**src/rtl/s298_pkg.sv**
```systemverilog
// Shared constants for the s298 state bank: state-bit layout, observable
// bit selection, run-controller states and the MISR polynomial.
package s298_pkg;

  localparam int unsigned NSTATE = 14;
  localparam int unsigned NOBS   = 6;

  // Position of each s298 state bit inside cur_state / next_state.
  localparam int unsigned G10  = 0;
  localparam int unsigned G11  = 1;
  localparam int unsigned G12  = 2;
  localparam int unsigned G13  = 3;
  localparam int unsigned G14  = 4;
  localparam int unsigned G15  = 5;
  localparam int unsigned G22  = 6;
  localparam int unsigned G23  = 7;
  localparam int unsigned G66  = 8;
  localparam int unsigned G67  = 9;
  localparam int unsigned G117 = 10;
  localparam int unsigned G118 = 11;
  localparam int unsigned G132 = 12;
  localparam int unsigned G133 = 13;

  // obs[i] = cur_state[OBS_IDX[i]]; obs[5:0] = {G67,G133,G66,G132,G118,G117}.
  localparam int unsigned OBS_IDX [0:NOBS-1] = '{G117, G118, G132, G66, G133, G67};

  localparam logic [15:0] MISR_POLY = 16'hB400;

  typedef enum logic [1:0] {
    ST_IDLE,
    ST_RUN,
    ST_DONE
  } fsm_t;

  function automatic logic [NOBS-1:0] obs_bits(input logic [NSTATE-1:0] s);
    logic [NOBS-1:0] o;
    o = '0;
    for (int unsigned i = 0; i < NOBS; i++) begin
      o[i] = s[OBS_IDX[i]];
    end
    return o;
  endfunction

endpackage

```
**src/rtl/s298_state_bank_if.sv**
```systemverilog
// Bundle of run-control, comb-block and result signals of the s298 state bank.
// master = the controlling environment, slave = the state bank itself.
interface s298_state_bank_if #(
  parameter int unsigned CNT_W  = 16,
  parameter int unsigned MISR_W = 16
);

  logic                         start;
  logic                         start_ready;
  logic [s298_pkg::NSTATE-1:0]  seed;
  logic [CNT_W-1:0]             n_cycles;
  logic [2:0]                   pi_in;
  logic                         pi_valid;
  logic                         pi_ready;
  logic                         abort;
  logic [s298_pkg::NSTATE-1:0]  cur_state;
  logic [2:0]                   comb_pi;
  logic [s298_pkg::NSTATE-1:0]  next_state;
  logic                         done;
  logic                         done_ack;
  logic [MISR_W-1:0]            signature;
  logic [CNT_W-1:0]             steps_taken;

  modport master (
    output start, seed, n_cycles, pi_in, pi_valid, abort, next_state, done_ack,
    input  start_ready, pi_ready, cur_state, comb_pi, done, signature, steps_taken
  );

  modport slave (
    input  start, seed, n_cycles, pi_in, pi_valid, abort, next_state, done_ack,
    output start_ready, pi_ready, cur_state, comb_pi, done, signature, steps_taken
  );

endinterface

```
**src/rtl/s298_misr.sv**
```systemverilog
// Galois MISR: shift with polynomial feedback, then fold in the input word.
// clr has priority over en.
module s298_misr #(
  parameter int unsigned        MISR_W    = 16,
  parameter int unsigned        IN_W      = 6,
  parameter logic [MISR_W-1:0]  MISR_POLY = 16'hB400
) (
  input  logic              clk,
  input  logic              rst,
  input  logic              clr,
  input  logic              en,
  input  logic [IN_W-1:0]   din,
  output logic [MISR_W-1:0] sig
);

  logic [MISR_W-1:0] shifted;
  logic [MISR_W-1:0] sig_next;

  // Next-signature function.
  always_comb begin
    shifted  = {sig[MISR_W-2:0], 1'b0} ^ (sig[MISR_W-1] ? MISR_POLY : '0);
    sig_next = shifted ^ MISR_W'(din);
  end

  // Signature register with synchronous clear.
  always_ff @(posedge clk or posedge rst) begin
    if (rst) begin
      sig <= '0;
    end else if (clr) begin
      sig <= '0;
    end else if (en) begin
      sig <= sig_next;
    end
  end

endmodule

```
**src/rtl/s298_state_bank.sv**
```systemverilog
// State bank and run controller around the s298 combinational netlist:
// holds the 14 state flops, sequences N-step runs from a seed and
// compresses the observable state bits into a MISR signature.
module s298_state_bank #(
  parameter int unsigned        CNT_W     = 16,
  parameter int unsigned        MISR_W    = 16,
  parameter logic [MISR_W-1:0]  MISR_POLY = s298_pkg::MISR_POLY
) (
  input  logic                  clk,
  input  logic                  rst,
  s298_state_bank_if.slave      bus
);

  import s298_pkg::*;

  fsm_t              fsm_q;
  logic [NSTATE-1:0] state_q;
  logic [CNT_W-1:0]  remaining_q;
  logic [CNT_W-1:0]  steps_q;
  logic              start_ready_q;
  logic              pi_ready_q;
  logic              done_q;

  logic              misr_clr;
  logic              misr_en;
  logic [NOBS-1:0]   obs;

  // Start acceptance clears the signature; a step (not pre-empted by abort)
  // folds in the pre-step observable bits.
  always_comb begin
    misr_clr = (fsm_q == ST_IDLE) && bus.start;
    misr_en  = (fsm_q == ST_RUN) && bus.pi_valid && !bus.abort;
    obs      = obs_bits(state_q);
  end

  // Run controller and state bank; handshake outputs are registered.
  always_ff @(posedge clk or posedge rst) begin
    if (rst) begin
      fsm_q         <= ST_IDLE;
      state_q       <= '0;
      remaining_q   <= '0;
      steps_q       <= '0;
      start_ready_q <= 1'b1;
      pi_ready_q    <= 1'b0;
      done_q        <= 1'b0;
    end else begin
      unique case (fsm_q)
        ST_IDLE: begin
          if (bus.start) begin
            state_q       <= bus.seed;
            steps_q       <= '0;
            remaining_q   <= bus.n_cycles;
            start_ready_q <= 1'b0;
            if (bus.n_cycles == '0) begin
              fsm_q  <= ST_DONE;
              done_q <= 1'b1;
            end else begin
              fsm_q      <= ST_RUN;
              pi_ready_q <= 1'b1;
            end
          end
        end
        ST_RUN: begin
          if (bus.abort) begin
            fsm_q         <= ST_IDLE;
            pi_ready_q    <= 1'b0;
            start_ready_q <= 1'b1;
          end else if (bus.pi_valid) begin
            state_q     <= bus.next_state;
            remaining_q <= remaining_q - CNT_W'(1);
            if (steps_q != '1) begin
              steps_q <= steps_q + CNT_W'(1);
            end
            if (remaining_q == CNT_W'(1)) begin
              fsm_q      <= ST_DONE;
              pi_ready_q <= 1'b0;
              done_q     <= 1'b1;
            end
          end
        end
        ST_DONE: begin
          if (bus.done_ack) begin
            fsm_q         <= ST_IDLE;
            done_q        <= 1'b0;
            start_ready_q <= 1'b1;
          end
        end
        default: begin
          fsm_q <= ST_IDLE;
        end
      endcase
    end
  end

  s298_misr #(
    .MISR_W    (MISR_W),
    .IN_W      (NOBS),
    .MISR_POLY (MISR_POLY)
  ) u_misr (
    .clk (clk),
    .rst (rst),
    .clr (misr_clr),
    .en  (misr_en),
    .din (obs),
    .sig (bus.signature)
  );

  assign bus.cur_state   = state_q;
  assign bus.comb_pi     = bus.pi_in;
  assign bus.start_ready = start_ready_q;
  assign bus.pi_ready    = pi_ready_q;
  assign bus.done        = done_q;
  assign bus.steps_taken = steps_q;

endmodule

```
**src/flat_wrapper.sv**
```systemverilog
// flat-port wrapper written by rule: the top's interface ports become plain ports
module s298_state_bank_flat import s298_pkg::*;
#(
  parameter int unsigned        CNT_W     = 16,
  parameter int unsigned        MISR_W    = 16,
  parameter logic [MISR_W-1:0]  MISR_POLY = s298_pkg::MISR_POLY
)
  (clk, rst, bus_start, bus_seed, bus_n_cycles, bus_pi_in, bus_pi_valid, bus_abort, bus_next_state, bus_done_ack, bus_start_ready, bus_pi_ready, bus_cur_state, bus_comb_pi, bus_done, bus_signature, bus_steps_taken);
  s298_state_bank_if #(.CNT_W(CNT_W), .MISR_W(MISR_W)) bus_i ();
  input  logic clk;
  input  logic rst;
  input wire logic [$bits(bus_i.start)-1:0] bus_start;
  input wire logic [$bits(bus_i.seed)-1:0] bus_seed;
  input wire logic [$bits(bus_i.n_cycles)-1:0] bus_n_cycles;
  input wire logic [$bits(bus_i.pi_in)-1:0] bus_pi_in;
  input wire logic [$bits(bus_i.pi_valid)-1:0] bus_pi_valid;
  input wire logic [$bits(bus_i.abort)-1:0] bus_abort;
  input wire logic [$bits(bus_i.next_state)-1:0] bus_next_state;
  input wire logic [$bits(bus_i.done_ack)-1:0] bus_done_ack;
  output wire logic [$bits(bus_i.start_ready)-1:0] bus_start_ready;
  output wire logic [$bits(bus_i.pi_ready)-1:0] bus_pi_ready;
  output wire logic [$bits(bus_i.cur_state)-1:0] bus_cur_state;
  output wire logic [$bits(bus_i.comb_pi)-1:0] bus_comb_pi;
  output wire logic [$bits(bus_i.done)-1:0] bus_done;
  output wire logic [$bits(bus_i.signature)-1:0] bus_signature;
  output wire logic [$bits(bus_i.steps_taken)-1:0] bus_steps_taken;
  assign bus_i.start = bus_start;
  assign bus_i.seed = bus_seed;
  assign bus_i.n_cycles = bus_n_cycles;
  assign bus_i.pi_in = bus_pi_in;
  assign bus_i.pi_valid = bus_pi_valid;
  assign bus_i.abort = bus_abort;
  assign bus_i.next_state = bus_next_state;
  assign bus_i.done_ack = bus_done_ack;
  assign bus_start_ready = bus_i.start_ready;
  assign bus_pi_ready = bus_i.pi_ready;
  assign bus_cur_state = bus_i.cur_state;
  assign bus_comb_pi = bus_i.comb_pi;
  assign bus_done = bus_i.done;
  assign bus_signature = bus_i.signature;
  assign bus_steps_taken = bus_i.steps_taken;
  s298_state_bank #(.CNT_W(CNT_W), .MISR_W(MISR_W), .MISR_POLY(MISR_POLY)) u_core (.clk(clk), .rst(rst), .bus(bus_i));
endmodule
```
**config.mk**
```make
export PLATFORM = sky130hd
export DESIGN_NAME = s298_state_bank_flat
export DESIGN_NICKNAME = d
export VERILOG_FILES = /design/src/rtl/s298_pkg.sv /design/src/rtl/s298_state_bank_if.sv /design/src/rtl/s298_misr.sv /design/src/rtl/s298_state_bank.sv /design/src/flat_wrapper.sv
export SDC_FILE = /design/constraint.sdc
export NUM_CORES = 1
export LEC_CHECK = 0
export CAP_MARGIN = 20
export CELL_PAD_IN_SITES_DETAIL_PLACEMENT = 0
export CELL_PAD_IN_SITES_GLOBAL_PLACEMENT = 2
export CORE_MARGIN = 2
export CORE_UTILIZATION = 28
export DETAILED_ROUTE_END_ITERATION = 16
export PLACE_DENSITY_LB_ADDON = 0.2
export RECOVER_POWER = 50
export SYNTH_ARGS = -nofsm -noshare
export SYNTH_HDL_FRONTEND = slang
export SYNTH_SLANG_ARGS = --single-unit
```
**constraint.sdc**
```tcl
create_clock -name clk -period 2.39 [get_ports clk]
set_input_delay 0.478 -clock clk [delete_from_list [all_inputs] [get_ports clk]]
set_output_delay 0.478 -clock clk [all_outputs]
set_load 0.02 [all_outputs]
```
==> results_dict.tcl, run 1 <==
set metrics [dict create \
    gp_congestion 0.769 \
    hp-start "u_core.bus.cur_state[1]$_DFFE_PP0P_" \
    violations "max-capacitance violations, max-slew violations" \
    leakage_nw 2.16 \
    fin_crit_ns 2.10 \
    firstDrtPassIters 4 \
    critical_path_peak_fanout 7 \
    hp-class "flop to flop" \
    grt_pass1_wl_um 17500 \
    syn_nets 466 \
    rrSetupSlack_ns 0.29 \
    cp-end-kind "flop" \
    cap_violations 1 \
    slew-limit-headroom_pct -1.16 \
    worst_slew_pin_slew_ns 1.52 \
    boundaryPins 105 \
    ctsHoldBuffers 0 \
    htree_levels 3 \
    syn_to_final_growth_pct 42.1 \
    fin_crit_sh_pct 88.0 \
    clock_sinks 67 \
    setup_viol 0 \
    clock-root-buffer "clkbuf_16" \
    power_switching_w 0.00256 \
    cts_tree "yes" \
    critPathRequiredTime_ns 2.65 \
    ir_drop_mv 0.420 \
    async_flop_share_pct 100 \
    routed_via_density 4.90 \
    vias 3340 \
    avgSynthCellArea_um2 9.03 \
    min_to "u_core.bus.cur_state[1]$_DFFE_PP0P_" \
    cts.clk_slew.worst_paths_ns 0.06 \
    grt_pass1_vias 3327 \
    grt_overflow_total 0 \
    reg2regPathDepth 5 \
    slowest_stage "nor3_1" \
    status "finished with violations" \
    yosysWarnings 0 \
    swShare_pct 40.1 \
    die-area_mm2 0.0140 \
    synth-edff-count 0 \
    dp_hpwl_um 7680 \
    fp.dieH_um 118 \
    rsz0062_at_grt "no" \
    clock_latency_ns 0.34 \
    drive_above_1_share_pct 7.06 \
    hold_viol 0 \
    rr_endpoint "u_core.fsm_q[0]$_DFFE_PP0P_" \
    yosysUniqueCellTypes 46 \
    syn_inst 406 \
    synth_seq_area_share_pct 45.8 \
    combPwrFrac_pct 46.4 \
    postCtsSetupRepairBufs 0 \
    wirelength_um 10500 \
    ant_nets 0 \
    setup_tns_ns 0 \
    ys_ff_latch 67 \
    start_util_pct 28.8 \
    multi_input_area_mm2 0.00184 \
    max_freq_mhz 475 \
    slew_violations 27 \
    grt_max_degree 42 \
    antenna_found_initial 0 \
    whs_path_depth 2 \
    fin_skew_ns 0.00605 \
    worstSetupPathType "flop to flop" \
    fp.dieW_um 118 \
    yosys_most_used_dff "dfrtp_1" \
    cts_made_buffers 9 \
    seq_power_share_pct 30.7 \
    core_area_mm2 0.0127 \
    final_nets 565 \
    cts_buffer_depth 2 \
    power.density_mw_per_mm2 1230 \
    power_frac_clock_pct 23.0 \
    num_rows 41 \
    fillers 1354 \
    crit_chain "nor3_1 -> nand3_1 -> or3_1 -> a21oi_1 -> mux2i_1" \
    track_usage_pct 15.7 \
    utilization_pct 40.9 \
    diodes 0 \
    slowest_delay_ns 0.46 \
    critical_path.startpoint_type "flop" \
    drc_errors 0 \
    regArea_mm2 0.00168 \
    intPower_w 0.00382 \
    syn_area_mm2 0.00366 \
    cts_resized 0 \
    io_buffers 98 \
    dr.first_iter.drc_count 157 \
    cp.arrival_ns 2.36 \
    wl_per_cell_um 15.3 \
    r2r-start "u_core.remaining_q[4]$_DFFE_PP0P_" \
]
-- placed cells by master, fill, tap and decap left out, types with 2 or more instances in the layout --
cell,n
mux2_2,3
or3_1,3
nand4_1,6
clkbuf_8,2
a31oi_1,2
clkbuf_16,9
inv_1,8
ha_1,6
a21oi_1,32
mux2i_1,26
clkdlybuf4s50_1,75
or4_1,3
nor4_1,5
o22ai_1,10
a22o_1,6
buf_4,11
and2_1,2
nor2_1,21
clkinv_2,3
xnor2_1,8
o211ai_1,3
and3_1,12
buf_12,2
nor3_1,6
nand3_1,18
a211oi_1,9
nand2b_1,5
dfrtp_1,66
nand2_1,63
o21ai_0,36
dlygate4sd3_1,23
bufinv_16,2
nand4b_1,3
-- per-stage QoR --
stage	power, W	instance area, um2	std cells	worst slack [ns]	hold slack, ns
after global routing	0.00689	5210	682	0.0721	0.493
final	0.00638	5210	682	0.286	0.470
after CTS	0.00655	5210	682	0.285	0.483
after floorplan	0.00382	3660	406	0.230	0.523
after global placement	0.00502	4890	666	0.152	0.463
after detailed placement	0.00505	4890	666	0.149	0.470
-- routing by layer --
| layer | up-vias | part of all wire [%] | track usage [%] | routed length, um |
|---|---|---|---|---|
| li1 | 1665 | - | - | - |
| met1 | 1586 | 47 | 20.8 | 4890 |
| met2 | 74 | 46 | 24.3 | 4770 |
| met3 | 15 | 5.4 | 3.76 | 566 |
| met4 | 0 | 2.1 | 6.99 | 223 |
| met5 | - | 0 | 0 | 0 |
-- worst max-delay path by stage --
stage | startpoint | endpoint | slack (ns)
6_report | u_core.remaining_q[4]$_DFFE_PP0P_ | u_core.fsm_q[0]$_DFFE_PP0P_ | 0.29
5_1_grt | rst | u_core.remaining_q[14]$_DFFE_PP0P_ | 0.07
4_1_cts | u_core.remaining_q[4]$_DFFE_PP0P_ | u_core.fsm_q[0]$_DFFE_PP0P_ | 0.29
3_5_place_dp | bus_n_cycles[4] | u_core.bus.done$_DFFE_PP0P_ | 0.15
3_3_place_gp | bus_n_cycles[4] | u_core.bus.done$_DFFE_PP0P_ | 0.15
2_1_floorplan | rst | u_core.bus.cur_state[0]$_DFFE_PP0P_ | 0.23
-- Yosys cell counts, types with 2 or more instances --
cell	count	share of area [%]
nor2_1	21	2.2
buf_2	5	0.68
nand4b_1	3	0.72
nand2_1	63	6.5
xnor2_1	8	1.9
mux2i_1	26	7.1
nor4_1	5	0.85
a22o_1	6	1.4
and3_1	12	2.0
nand4_1	6	1.0
clkbuf_1	15	1.5
o211ai_1	3	0.61
mux2_2	3	0.92
ha_1	7	2.4
nand3_1	18	2.5
o21ai_0	36	4.9
nand2b_1	5	0.85
buf_4	3	0.61
dfrtp_1	66	45
o22ai_1	10	1.7
and2_1	2	0.34
or4_1	3	0.61
nor3_1	6	0.82
a21oi_1	33	4.5
or3_1	3	0.51
inv_1	9	0.92
a211oi_1	9	1.8
a31oi_1	2	0.34
-- cells by family after synthesis --
kind of cell	count (synthesis)	share of synthesized area, %
fa+ha+maj	7	2.39
compound gates	107	17.3
flops	67	45.8
mux	29	8.02
simple gates	153	20.2
buf+inv	34	4.16
xor+xnor	9	2.15
-- final cells by class --
cell class	instances	share of cell area (%)
clock inverter	5	1.44
clock buffer	11	4.85
multi-input combinational	305	35.3
sequential	67	32.2
inverter	9	0.649
timing repair buffer	113	21.4
tap	172	4.13
-- registers in the layout (all words and copies together), names as in the netlist --
| signal | count |
|---|---|
| u_core.bus.cur_state | 14 |
| u_core.bus.done | 1 |
| u_core.fsm_q | 2 |
| u_core.u_misr.sig | 16 |
| u_core.bus.start_ready | 1 |
| u_core.bus.pi_ready | 1 |
| u_core.bus.steps_taken | 16 |
| u_core.remaining_q | 16 |
-- power by group through the flow --
| stage | clock network, W | registers, W | logic [W] |
|---|---|---|---|
| floorplan | 0 | 0.00222 | 0.00161 |
| global placement | 0 | 0.00198 | 0.00304 |
| detailed placement | 0 | 0.00199 | 0.00307 |
| CTS | 0.00150 | 0.00197 | 0.00308 |
| global route | 0.00156 | 0.00204 | 0.00329 |
| finish | 0.00146 | 0.00196 | 0.00296 |
-- worst max-delay path, delay by kind of cell, from the launching register on --
family / cells / cell delay (ns)
AO/OA/AOI/OAI: 1 / 0.24
multiplexers: 1 / 0.22
flip-flops: 1 / 0.44
AND/OR/NAND/NOR: 3 / 1.12
(Power assumes the default switching activity.)
==> run 2, diff against run 1 <==
- CTS_CLUSTER_SIZE: default -> 40
==> results of run 2 <==
The final DEF is identical to that of run 1; final timing and power are the same.
==> run 3, diff against run 2 <==
- CORE_ASPECT_RATIO: default -> 0.5
- SLEW_MARGIN: default -> 10
==> results_dict.tcl, run 3 (synthesized netlist as in run 1, its figures left out) <==
set metrics [dict create \
    cts_buffer_depth 2 \
    fin_skew_ns 0.00692 \
    critical_path_peak_fanout 31 \
    vias 3316 \
    max_freq_mhz 479 \
    cap_violations 1 \
    drc_errors 0 \
    violations "max-capacitance violations, max-slew violations" \
    clock_latency_ns 0.33 \
    clock-root-buffer "clkbuf_16" \
    ctsHoldBuffers 0 \
    ant_nets 0 \
    critical_path.startpoint_type "flop" \
    final_nets 568 \
    drive_above_1_share_pct 7.41 \
    fin_crit_ns 2.09 \
    clock_sinks 67 \
    gp_congestion 0.753 \
    setup_viol 0 \
    wl_met2_um 4780 \
    track_usage_pct 15.7 \
    worstSetupPathType "flop to flop" \
    hp-class "flop to flop" \
    layout_commonest_cell "clkdlybuf4s50_1" \
    core_area_mm2 0.0127 \
    routed_via_density 4.86 \
    hold_viol 0 \
    cts_resized 0 \
    grt_max_degree 68 \
    wl_per_cell_um 15.4 \
    dp.cells 667 \
    fillers 1253 \
    layout_common_cells "clkdlybuf4s50_1 (89), dfrtp_1 (66), nand2_1 (63), o21ai_0 (36), a21oi_1 (32)" \
    min_to "u_core.bus.cur_state[6]$_DFFE_PP0P_" \
    ir_drop_mv 0.541 \
    setup_tns_ns 0 \
    r2r-start "u_core.fsm_q[1]$_DFFE_PP0P_" \
    worst_slew_pin_slew_ns 1.56 \
    num_rows 29 \
    cts_tree "yes" \
    fp.dieW_um 166 \
    fin_crit_sh_pct 87.4 \
    syn_to_final_growth_pct 43.8 \
    io_buffers 98 \
    firstDrtPassIters 4 \
    dr.first_iter.drc_count 153 \
    utilization_pct 41.4 \
    wirelength_um 10500 \
    grt_overflow_total 0 \
    diodes 0 \
    rr_endpoint "u_core.bus.steps_taken[11]$_DFFE_PP0P_" \
    fin_area_mm2 0.00527 \
    htree_levels 3 \
    cts_made_buffers 9 \
    grt_pass1_vias 3304 \
    dp_hpwl_um 7330 \
    whs_path_depth 2 \
    reg2regPathDepth 8 \
    postCtsSetupRepairBufs 0 \
    slew-limit-headroom_pct -3.94 \
    cts.clk_slew.worst_paths_ns 0.06 \
    leakage_nw 2.16 \
    grt_pass1_wl_um 17700 \
    status "finished with violations" \
    fin_cells 683 \
    met1_length_um 5180 \
    topRoutingLayerUsed "met4" \
    critPathRequiredTime_ns 2.61 \
    die-area_mm2 0.0141 \
    power.density_mw_per_mm2 1260 \
    cp-end-kind "flop" \
    fp.dieH_um 84.9 \
    rsz0062_at_grt "no" \
    hp-start "u_core.bus.cur_state[6]$_DFFE_PP0P_" \
    start_util_pct 28.8 \
    routed-wl-met3_um 475 \
    slew_violations 68 \
    boundaryPins 105 \
    antenna_found_initial 0 \
    dpl_cell_area_mm2 0.00493 \
    cp.arrival_ns 2.31 \
    rrSetupSlack_ns 0.30 \
]
[run 3: cell types whose count changed in the layout (fill, tap and decap cells not counted), moves of 2 or more]
cell / change
buf_4: +2
dlygate4sd3_1: -14
bufinv_16: +2
clkinv_2: -3
clkdlybuf4s50_1: +14
[run 3: how the worst max path moves through the flow]
| stage | to | startpoint | cells past startpoint | slack, ns |
|---|---|---|---|---|
| 2_1_floorplan | u_core.bus.cur_state[0]$_DFFE_PP0P_ | rst | 1 | 0.23 |
| 3_3_place_gp | u_core.bus.steps_taken[13]$_DFFE_PP0P_ | bus_start | 6 | 0.18 |
| 3_5_place_dp | u_core.bus.steps_taken[13]$_DFFE_PP0P_ | bus_abort | 6 | 0.15 |
| 4_1_cts | u_core.bus.steps_taken[11]$_DFFE_PP0P_ | u_core.fsm_q[0]$_DFFE_PP0P_ | 8 | 0.31 |
| 5_1_grt | u_core.bus.steps_taken[1]$_DFFE_PP0P_ | rst | 3 | 0.07 |
| 6_report | u_core.bus.steps_taken[11]$_DFFE_PP0P_ | u_core.fsm_q[1]$_DFFE_PP0P_ | 8 | 0.30 |
[run 3: area by class of cell]
| class | count | area [um2] | share of cell area [%] |
|---|---|---|---|
| multi-input cells | 305 | 1840 | 34.9 |
| well taps | 170 | 213 | 4.04 |
| clock inverters | 6 | 136 | 2.59 |
| flip-flops and latches | 67 | 1680 | 31.8 |
| repair buffers | 116 | 1130 | 21.5 |
| clock buffers | 10 | 239 | 4.53 |
| inverters | 9 | 33.8 | 0.641 |
[run 3: power breakdown]
group          internal (W)  switching (W)  leakage [nW]  total [W]
registers           0.00157       0.000421         0.850    0.00199
logic               0.00131        0.00167          1.13    0.00298
clock network       0.00116       0.000515         0.179    0.00167
total               0.00404        0.00260          2.16    0.00664
[run 3: worst max-delay path: stages (launching register included)]
cell	delay (ns)
dfrtp_1	0.42
inv_1	0.09
ha_1	0.32
buf_12	0.23
a21o_1	0.22
buf_4	0.21
nor2_1	0.05
mux2_2	0.26
a22o_1	0.17
[run 3: stage by stage]
step                worst slack, ns  hold WS, ns  power, W
floorplan                     0.230        0.523   0.00382
global placement              0.179        0.463   0.00507
detailed placement            0.149        0.470   0.00508
CTS                           0.309        0.483   0.00679
global route                 0.0657        0.504   0.00717
finish                        0.301        0.472   0.00664
[run 3: metal layers]
metal,vias to the layer above,GRT usage (%)
li1,1668,-
met1,1564,21.4
met2,76,25.2
met3,8,4.34
met4,0,3.16
met5,-,0
